<file path="config.mk">
export PLATFORM = sky130hd
export DESIGN_NAME = alu_mc
export DESIGN_NICKNAME = d
export VERILOG_FILES = /design/src/rtl/alu_pkg.sv /design/src/rtl/alu_mc_mdu_iter.sv /design/src/rtl/alu_mc.sv
export SDC_FILE = /design/constraint.sdc
export NUM_CORES = 1
export LEC_CHECK = 0
export CAP_MARGIN = 10
export CELL_PAD_IN_SITES_DETAIL_PLACEMENT = 1
export CELL_PAD_IN_SITES_GLOBAL_PLACEMENT = 1
export CORE_UTILIZATION = 42
export DETAILED_ROUTE_END_ITERATION = 8
export GPL_TIMING_DRIVEN = 0
export HOLD_SLACK_MARGIN = 0.15
export MAX_ROUTING_LAYER = met4
export PLACE_DENSITY = 0.8
export SLEW_MARGIN = 0
export SYNTH_ARGS = -nofsm -noshare
export SYNTH_HDL_FRONTEND = slang
export SYNTH_SLANG_ARGS = --single-unit
</file>
<file path="constraint.sdc">
create_clock -name clk -period 4.9 [get_ports clk]
set_clock_uncertainty 0.15 [all_clocks]
set_input_delay 0.735 -clock clk [delete_from_list [all_inputs] [get_ports clk]]
set_output_delay 0.735 -clock clk [all_outputs]
set_load 0.02 [all_outputs]
</file>
<file path="src/rtl/alu_pkg.sv">
// rtl/alu_pkg.sv - shared op codes, FSM states and defaults for alu_mc
package alu_pkg;

    localparam int XLEN_DEFAULT = 32;

    // Bit 4 set marks an M-extension op.
    typedef enum logic [4:0] {
        OP_ADD    = 5'd0,
        OP_SUB    = 5'd1,
        OP_SLL    = 5'd2,
        OP_SLT    = 5'd3,
        OP_SLTU   = 5'd4,
        OP_XOR    = 5'd5,
        OP_SRL    = 5'd6,
        OP_SRA    = 5'd7,
        OP_OR     = 5'd8,
        OP_AND    = 5'd9,
        OP_PASS2  = 5'd10,
        OP_MUL    = 5'd16,
        OP_MULH   = 5'd17,
        OP_MULHSU = 5'd18,
        OP_MULHU  = 5'd19,
        OP_DIV    = 5'd20,
        OP_DIVU   = 5'd21,
        OP_REM    = 5'd22,
        OP_REMU   = 5'd23
    } alu_op_t;

    typedef enum logic [1:0] {
        ST_IDLE = 2'd0,
        ST_ITER = 2'd1,
        ST_DONE = 2'd2
    } alu_state_t;

endpackage

</file>
<file path="src/rtl/alu_mc_mdu_iter.sv">
// rtl/alu_mc_mdu_iter.sv - iterative multiply/divide datapath, built only under ALU_MC_MDU_EN
`ifdef ALU_MC_MDU_EN
module mdu_iter
    import alu_pkg::*;
#(
    parameter int XLEN = XLEN_DEFAULT
) (
    input  logic            clk,
    input  logic            rst,
    input  logic            start,
    input  logic [4:0]      op,
    input  logic [XLEN-1:0] opa,
    input  logic [XLEN-1:0] opb,
    output logic            done,
    output logic [XLEN-1:0] result
);
    localparam int CW = $clog2(XLEN);

    logic              active_q, active_d;
    logic [CW-1:0]     cnt_q, cnt_d;
    logic              div_q, div_d, hi_q, hi_d, rem_q, rem_d;
    logic              neg_q, neg_d, nrem_q, nrem_d;
    logic [XLEN-1:0]   mag_q, mag_d;
    logic [2*XLEN-1:0] p_q, p_d;

    logic              is_div, sa, sb, neg_a, neg_b;
    logic [XLEN-1:0]   abs_a, abs_b, hi, lo, diff, q, r;
    logic [XLEN:0]     sum, shifted;
    logic [2*XLEN-1:0] p_step, full;

    always_comb begin
        is_div = op[2];
        sa     = is_div ? ~op[0] : (op != OP_MULHU);
        sb     = is_div ? ~op[0] : (op == OP_MUL || op == OP_MULH);
        neg_a  = sa & opa[XLEN-1];
        neg_b  = sb & opb[XLEN-1];
        abs_a  = neg_a ? -opa : opa;
        abs_b  = neg_b ? -opb : opb;

        // Multiply: shift-add into the high half. Divide: restoring step, P = {rem, quotient}.
        hi      = p_q[2*XLEN-1:XLEN];
        lo      = p_q[XLEN-1:0];
        sum     = {1'b0, hi} + (lo[0] ? {1'b0, mag_q} : '0);
        shifted = {hi, lo[XLEN-1]};
        diff    = shifted[XLEN-1:0] - mag_q;
        if (!div_q)
            p_step = {sum, lo[XLEN-1:1]};
        else if (shifted >= {1'b0, mag_q})
            p_step = {diff, lo[XLEN-2:0], 1'b1};
        else
            p_step = {p_q[2*XLEN-2:0], 1'b0};

        full   = neg_q ? -p_step : p_step;
        q      = p_step[XLEN-1:0];
        r      = p_step[2*XLEN-1:XLEN];
        if (div_q)
            result = rem_q ? (nrem_q ? -r : r) : (neg_q ? -q : q);
        else
            result = hi_q ? full[2*XLEN-1:XLEN] : full[XLEN-1:0];

        done = active_q && (cnt_q == CW'(XLEN - 1));

        active_d = active_q;
        cnt_d    = cnt_q;
        div_d    = div_q;
        hi_d     = hi_q;
        rem_d    = rem_q;
        neg_d    = neg_q;
        nrem_d   = nrem_q;
        mag_d    = mag_q;
        p_d      = p_q;
        if (start) begin
            active_d = 1'b1;
            cnt_d    = '0;
            div_d    = is_div;
            hi_d     = (op != OP_MUL);
            rem_d    = op[1];
            neg_d    = neg_a ^ neg_b;
            nrem_d   = neg_a;
            mag_d    = is_div ? abs_b : abs_a;
            p_d      = {{XLEN{1'b0}}, (is_div ? abs_a : abs_b)};
        end else if (active_q) begin
            p_d   = p_step;
            cnt_d = cnt_q + CW'(1);
            if (done)
                active_d = 1'b0;
        end
    end

    always_ff @(posedge clk) begin
        if (rst) begin
            active_q <= 1'b0;
            cnt_q    <= '0;
            div_q    <= 1'b0;
            hi_q     <= 1'b0;
            rem_q    <= 1'b0;
            neg_q    <= 1'b0;
            nrem_q   <= 1'b0;
            mag_q    <= '0;
            p_q      <= '0;
        end else begin
            active_q <= active_d;
            cnt_q    <= cnt_d;
            div_q    <= div_d;
            hi_q     <= hi_d;
            rem_q    <= rem_d;
            neg_q    <= neg_d;
            nrem_q   <= nrem_d;
            mag_q    <= mag_d;
            p_q      <= p_d;
        end
    end

endmodule
`endif

</file>
<file path="src/rtl/alu_mc.sv">
// rtl/alu_mc.sv - multi-cycle ALU top; M ops built only when ALU_MC_MDU_EN is defined
module alu_mc
    import alu_pkg::*;
#(
    parameter int XLEN = XLEN_DEFAULT,
    parameter int SHW  = $clog2(XLEN)
) (
    input  logic            clk,
    input  logic            rst,
    input  logic            in_valid,
    output logic            in_ready,
    input  logic [4:0]      op,
    input  logic [XLEN-1:0] operand1,
    input  logic [XLEN-1:0] operand2,
    output logic            out_valid,
    input  logic            out_ready,
    output logic [XLEN-1:0] result,
    output logic            illegal,
    output logic            busy
);
    alu_state_t      state_q, state_d;
    logic [XLEN-1:0] result_q, result_d;
    logic            illegal_q, illegal_d;

    logic            accept;
    logic [SHW-1:0]  shamt;
    logic [XLEN-1:0] base_res;
    logic            base_ill;

    assign in_ready  = (state_q == ST_IDLE) || (state_q == ST_DONE && out_ready);
    assign out_valid = (state_q == ST_DONE);
    assign result    = result_q;
    assign illegal   = illegal_q;
    assign accept    = in_valid && in_ready;
    assign shamt     = operand2[SHW-1:0];

    always_comb begin
        base_res = '0;
        base_ill = 1'b0;
        case (op)
            OP_ADD:   base_res = operand1 + operand2;
            OP_SUB:   base_res = operand1 - operand2;
            OP_SLL:   base_res = operand1 << shamt;
            OP_SLT:   base_res = {{(XLEN-1){1'b0}}, $signed(operand1) < $signed(operand2)};
            OP_SLTU:  base_res = {{(XLEN-1){1'b0}}, operand1 < operand2};
            OP_XOR:   base_res = operand1 ^ operand2;
            OP_SRL:   base_res = operand1 >> shamt;
            OP_SRA:   base_res = $unsigned($signed(operand1) >>> shamt);
            OP_OR:    base_res = operand1 | operand2;
            OP_AND:   base_res = operand1 & operand2;
            OP_PASS2: base_res = operand2;
            default:  base_ill = 1'b1;
        endcase
    end

`ifdef ALU_MC_MDU_EN
    logic            is_m, div0, ovf, mdu_start, mdu_done;
    logic [XLEN-1:0] special_res, mdu_result;

    // Divide-by-zero and signed overflow bypass the iterator entirely.
    assign is_m        = op[4] & ~op[3];
    assign div0        = (operand2 == '0);
    assign ovf         = ~op[0] && (operand1 == {1'b1, {(XLEN-1){1'b0}}}) && (&operand2);
    assign special_res = op[1] ? (div0 ? operand1 : '0) : (div0 ? '1 : operand1);
    assign busy        = (state_q == ST_ITER);

    mdu_iter #(.XLEN(XLEN)) u_mdu (
        .clk    (clk),
        .rst    (rst),
        .start  (mdu_start),
        .op     (op),
        .opa    (operand1),
        .opb    (operand2),
        .done   (mdu_done),
        .result (mdu_result)
    );
`else
    assign busy = 1'b0;
`endif

    always_comb begin
        state_d   = state_q;
        result_d  = result_q;
        illegal_d = illegal_q;
`ifdef ALU_MC_MDU_EN
        mdu_start = 1'b0;
`endif
        if (state_q == ST_DONE && out_ready)
            state_d = ST_IDLE;
        if (accept) begin
            state_d   = ST_DONE;
            result_d  = base_res;
            illegal_d = base_ill;
`ifdef ALU_MC_MDU_EN
            if (is_m) begin
                illegal_d = 1'b0;
                if (op[2] && (div0 || ovf)) begin
                    result_d = special_res;
                end else begin
                    mdu_start = 1'b1;
                    state_d   = ST_ITER;
                end
            end
`endif
        end
`ifdef ALU_MC_MDU_EN
        if (state_q == ST_ITER && mdu_done) begin
            state_d   = ST_DONE;
            result_d  = mdu_result;
            illegal_d = 1'b0;
        end
`endif
    end

    always_ff @(posedge clk) begin
        if (rst) begin
            state_q   <= ST_IDLE;
            result_q  <= '0;
            illegal_q <= 1'b0;
        end else begin
            state_q   <= state_d;
            result_q  <= result_d;
            illegal_q <= illegal_d;
        end
    end

endmodule

</file>
==> results.json <==
{
  "slew_headroom_pct": 29.7,
  "cellPowerDensity_nw_per_um2": 165,
  "rows": 55,
  "p_int_mw": 0.903,
  "port-buffer-count": 103,
  "path_clk_slew_ns": 0.06,
  "place.gp.congestion": 1.14,
  "antenna_found_initial": 0,
  "pin_count": 109,
  "hold_buffers": 0,
  "max_freq_ghz": 0.205,
  "drc": 0,
  "hp-start": "result[13]",
  "start_kind": "input pin",
  "p_sw_mw": 1.02,
  "synth_compound_area_share_pct": 38.4,
  "finalSetupViolations": 0,
  "rr_worst_depth": 6,
  "initial_core_util_pct": 43.0,
  "final_cell_mix": "nor2_1 (166), nand2_1 (147), a21oi_1 (138)",
  "crit_path_end_kind": "register",
  "cap_viol_max_count": 0,
  "syn2layout_area_growth_pct": 19.3,
  "r2r_slack_ns": 2.08,
  "synth_fa_ha_area_share_pct": 12.8,
  "wl_um": 61100,
  "stdcell_count": 1895,
  "vias_per_cell": 7.32,
  "synth-edff-count": 0,
  "whs_ns": 0.299,
  "mostFrequentLayoutCell": "nor2_1",
  "seq_power_share_pct": 15.1,
  "dp_cells": 1882,
  "hpwl_um": 49000,
  "finalPower_mw": 1.92,
  "worstHoldPathCells": 2,
  "clkPwrFrac_pct": 18.2,
  "hold_end": "result[13]",
  "grt-ovfl-total": 0,
  "fin_crit_sh_pct": 99.5,
  "via_count": 13900,
  "tritoncts": "built",
  "first_pass_iters": 6,
  "nNetsFinal": 1781,
  "drive_above_1_share_pct": 7.20,
  "diodes": 0,
  "cp.required_ns": 4.96,
  "synthXorXnorAreaFrac_pct": 0.448,
  "synth_nets": 1666,
  "cp.arrival_ns": 4.94,
  "hp-class": "reg -> reg",
  "clkLatencyLatePin_ns": 0.29,
  "avgSynthCellArea_sq_um": 6.54,
  "run_status": "complete, no violations",
  "ctsHtreeMaxLevel": 2,
  "die_area_sq_um": 23900,
  "p_leak_nw": 4.77,
  "switching_share_pct": 53.0,
  "vdd.ir_drop.worst_mv": 0.126,
  "cts_buffer_depth": 2,
  "synthFlopType": "dfxtp_1",
  "worst_slew_pin_slew_ns": 1.05,
  "grt_pass1_vias": 13400,
  "synth_seq_area_share_pct": 6.97,
  "grt_pass1_wl_um": 88200,
  "cp_max_fo": 11,
  "critPathKind": "in -> reg",
  "synthMuxAreaShare_pct": 10.2,
  "grt_max_degree": 12,
  "cts.sink_count": 34,
  "ys_types": 81,
  "min_period_ns": 4.88,
  "syn_area_sq_um": 9770,
  "dr.first_iter.drc_count": 1828,
  "synth-simple-area-share_pct": 22.4,
  "root_buffer": "clkbuf_16",
  "final_hold_viol_count": 0,
  "synth_warnings": 0,
  "r2r-start": "state_q[1]",
  "rsz0062_at_grt": "no",
  "ant_nets": 0,
  "wl_per_cell_um": 32.2,
  "ys_seq_elements": 34,
  "syn_inst": 1494,
  "cts_buffers": 5,
  "die_w_um": 155,
  "final-max-slew-violation-count": 0,
  "r2r-end": "result[21]",
  "async_flop_share_pct": 0,
  "pwr-share-comb_pct": 66.8,
  "grt_usage_pct": 51.8,
  "synth_top_family_by_area": "compound AO/OA/AOI/OAI gates",
  "core_area_sq_um": 22700,
  "die_h_um": 155
}
==> metrics by stage <==
stage	setup slack (ns)	area (sq um)	utilization [%]	setup TNS, ns
3_3_place_gp	-1.65	11200	49.1	-29.85
6_report	0.0231	11700	51.3	0
5_1_grt	0.0101	11700	51.3	0
2_1_floorplan	0.463	9770	-	0
3_5_place_dp	-1.65	11200	49.1	-31.91
4_1_cts	0.0201	11500	50.6	0
==> registers in the layout, indices dropped and copies added (netlist names) <==
name / count
result: 32
state_q: 1
illegal: 1
==> cells by family after synthesis <==
family	count (synthesis)
xor+xnor	5
buf+inv	220
mux	84
flops	34
compound gates	571
fa+ha+maj	99
other cells	1
simple gates	480
==> how the worst max path moves through the flow <==
stage                       to  cells past startpoint  slack, ns         from
finish               result[0]                     16       0.02  operand2[2]
floorplan           result[12]                     15       0.46  operand2[2]
global route         result[0]                     16       0.01  operand2[2]
global placement    result[14]                     15      -1.65  operand2[2]
detailed placement  result[14]                     15      -1.65  operand2[2]
CTS                 result[23]                     17       0.02  operand2[3]
==> routing by layer <==
layer | up-vias | track usage [%] | share of wire, %
met5 | - | - | 0
met4 | 0 | 32.8 | 8.1
met3 | 314 | 12.9 | 13
met2 | 1133 | 73.9 | 40
met1 | 6662 | 64.9 | 38
li1 | 5762 | - | -
==> area by class of cell <==
cell class | instances | area, sq um
clock buffer | 7 | 143
timing repair buffer | 109 | 1080
fill | 3038 | 11100
buffer | 116 | 515
inverter | 103 | 398
sequential | 34 | 681
tap | 285 | 357
clock inverter | 1 | 5.00
multi-input combinational | 1240 | 8480
==> power by group through the flow <==
stage                     Clock [mW]  Combinational [mW]  Sequential, mW
after detailed placement           0                1.15           0.295
after floorplan                    0               0.682           0.304
after global routing           0.357                1.33           0.290
after CTS                      0.347                1.18           0.289
final                          0.349                1.28           0.289
after global placement             0                1.13           0.295
==> repair_timing <==
item                                    in CTS  in global routing
pin swaps                                    4                  8
resized for setup                           51                 31
endpoints found under the setup margin      29                 19
setup buffers                                3                  2
==> worst max-delay path: stages <==
cell and delay, ns:
clkdlybuf4s50_1 0.51, buf_6 0.19, clkinvlp_4 0.13, clkbuf_4 0.23, buf_4 0.23, ha_1 0.24, o21bai_2 0.23, a2111oi_2 0.43
nor2_1 0.16, o311a_1 0.38, a21o_1 0.29, nor4_4 0.36, o31ai_4 0.15, a21oi_2 0.23, o21ai_1 0.15, a221oi_1 0.29
==> synth_stat cells, types with 11 or more instances <==
cell       count  share of area, %
nor2_1       168               6.5
nand2_1      147               5.6
a21oi_1      140               7.2
o21ai_0      137               7.0
inv_1         99               3.8
ha_1          97                12
clkbuf_1      87               3.3
mux2i_1       61               6.3
dfxtp_1       34               7.0
nand3_1       31               1.6
nor3_1        31               1.6
a211oi_1      27               2.1
a221oi_1      27               2.4
nand2b_1      26               1.7
a31oi_1       25               1.6
o22ai_1       24               1.5
a221o_1       20               2.0
buf_2         18              0.92
o21bai_1      18               1.4
o221ai_1      16               1.4
a21o_1        15               1.2
o31ai_1       15               1.2
a22oi_1       13               1.0
nor4_1        13              0.83
o2111ai_1     12               1.1
buf_1         11              0.42
mux2_2        11               1.3
mux4_2        11               2.5
(Power assumes the default switching activity.)
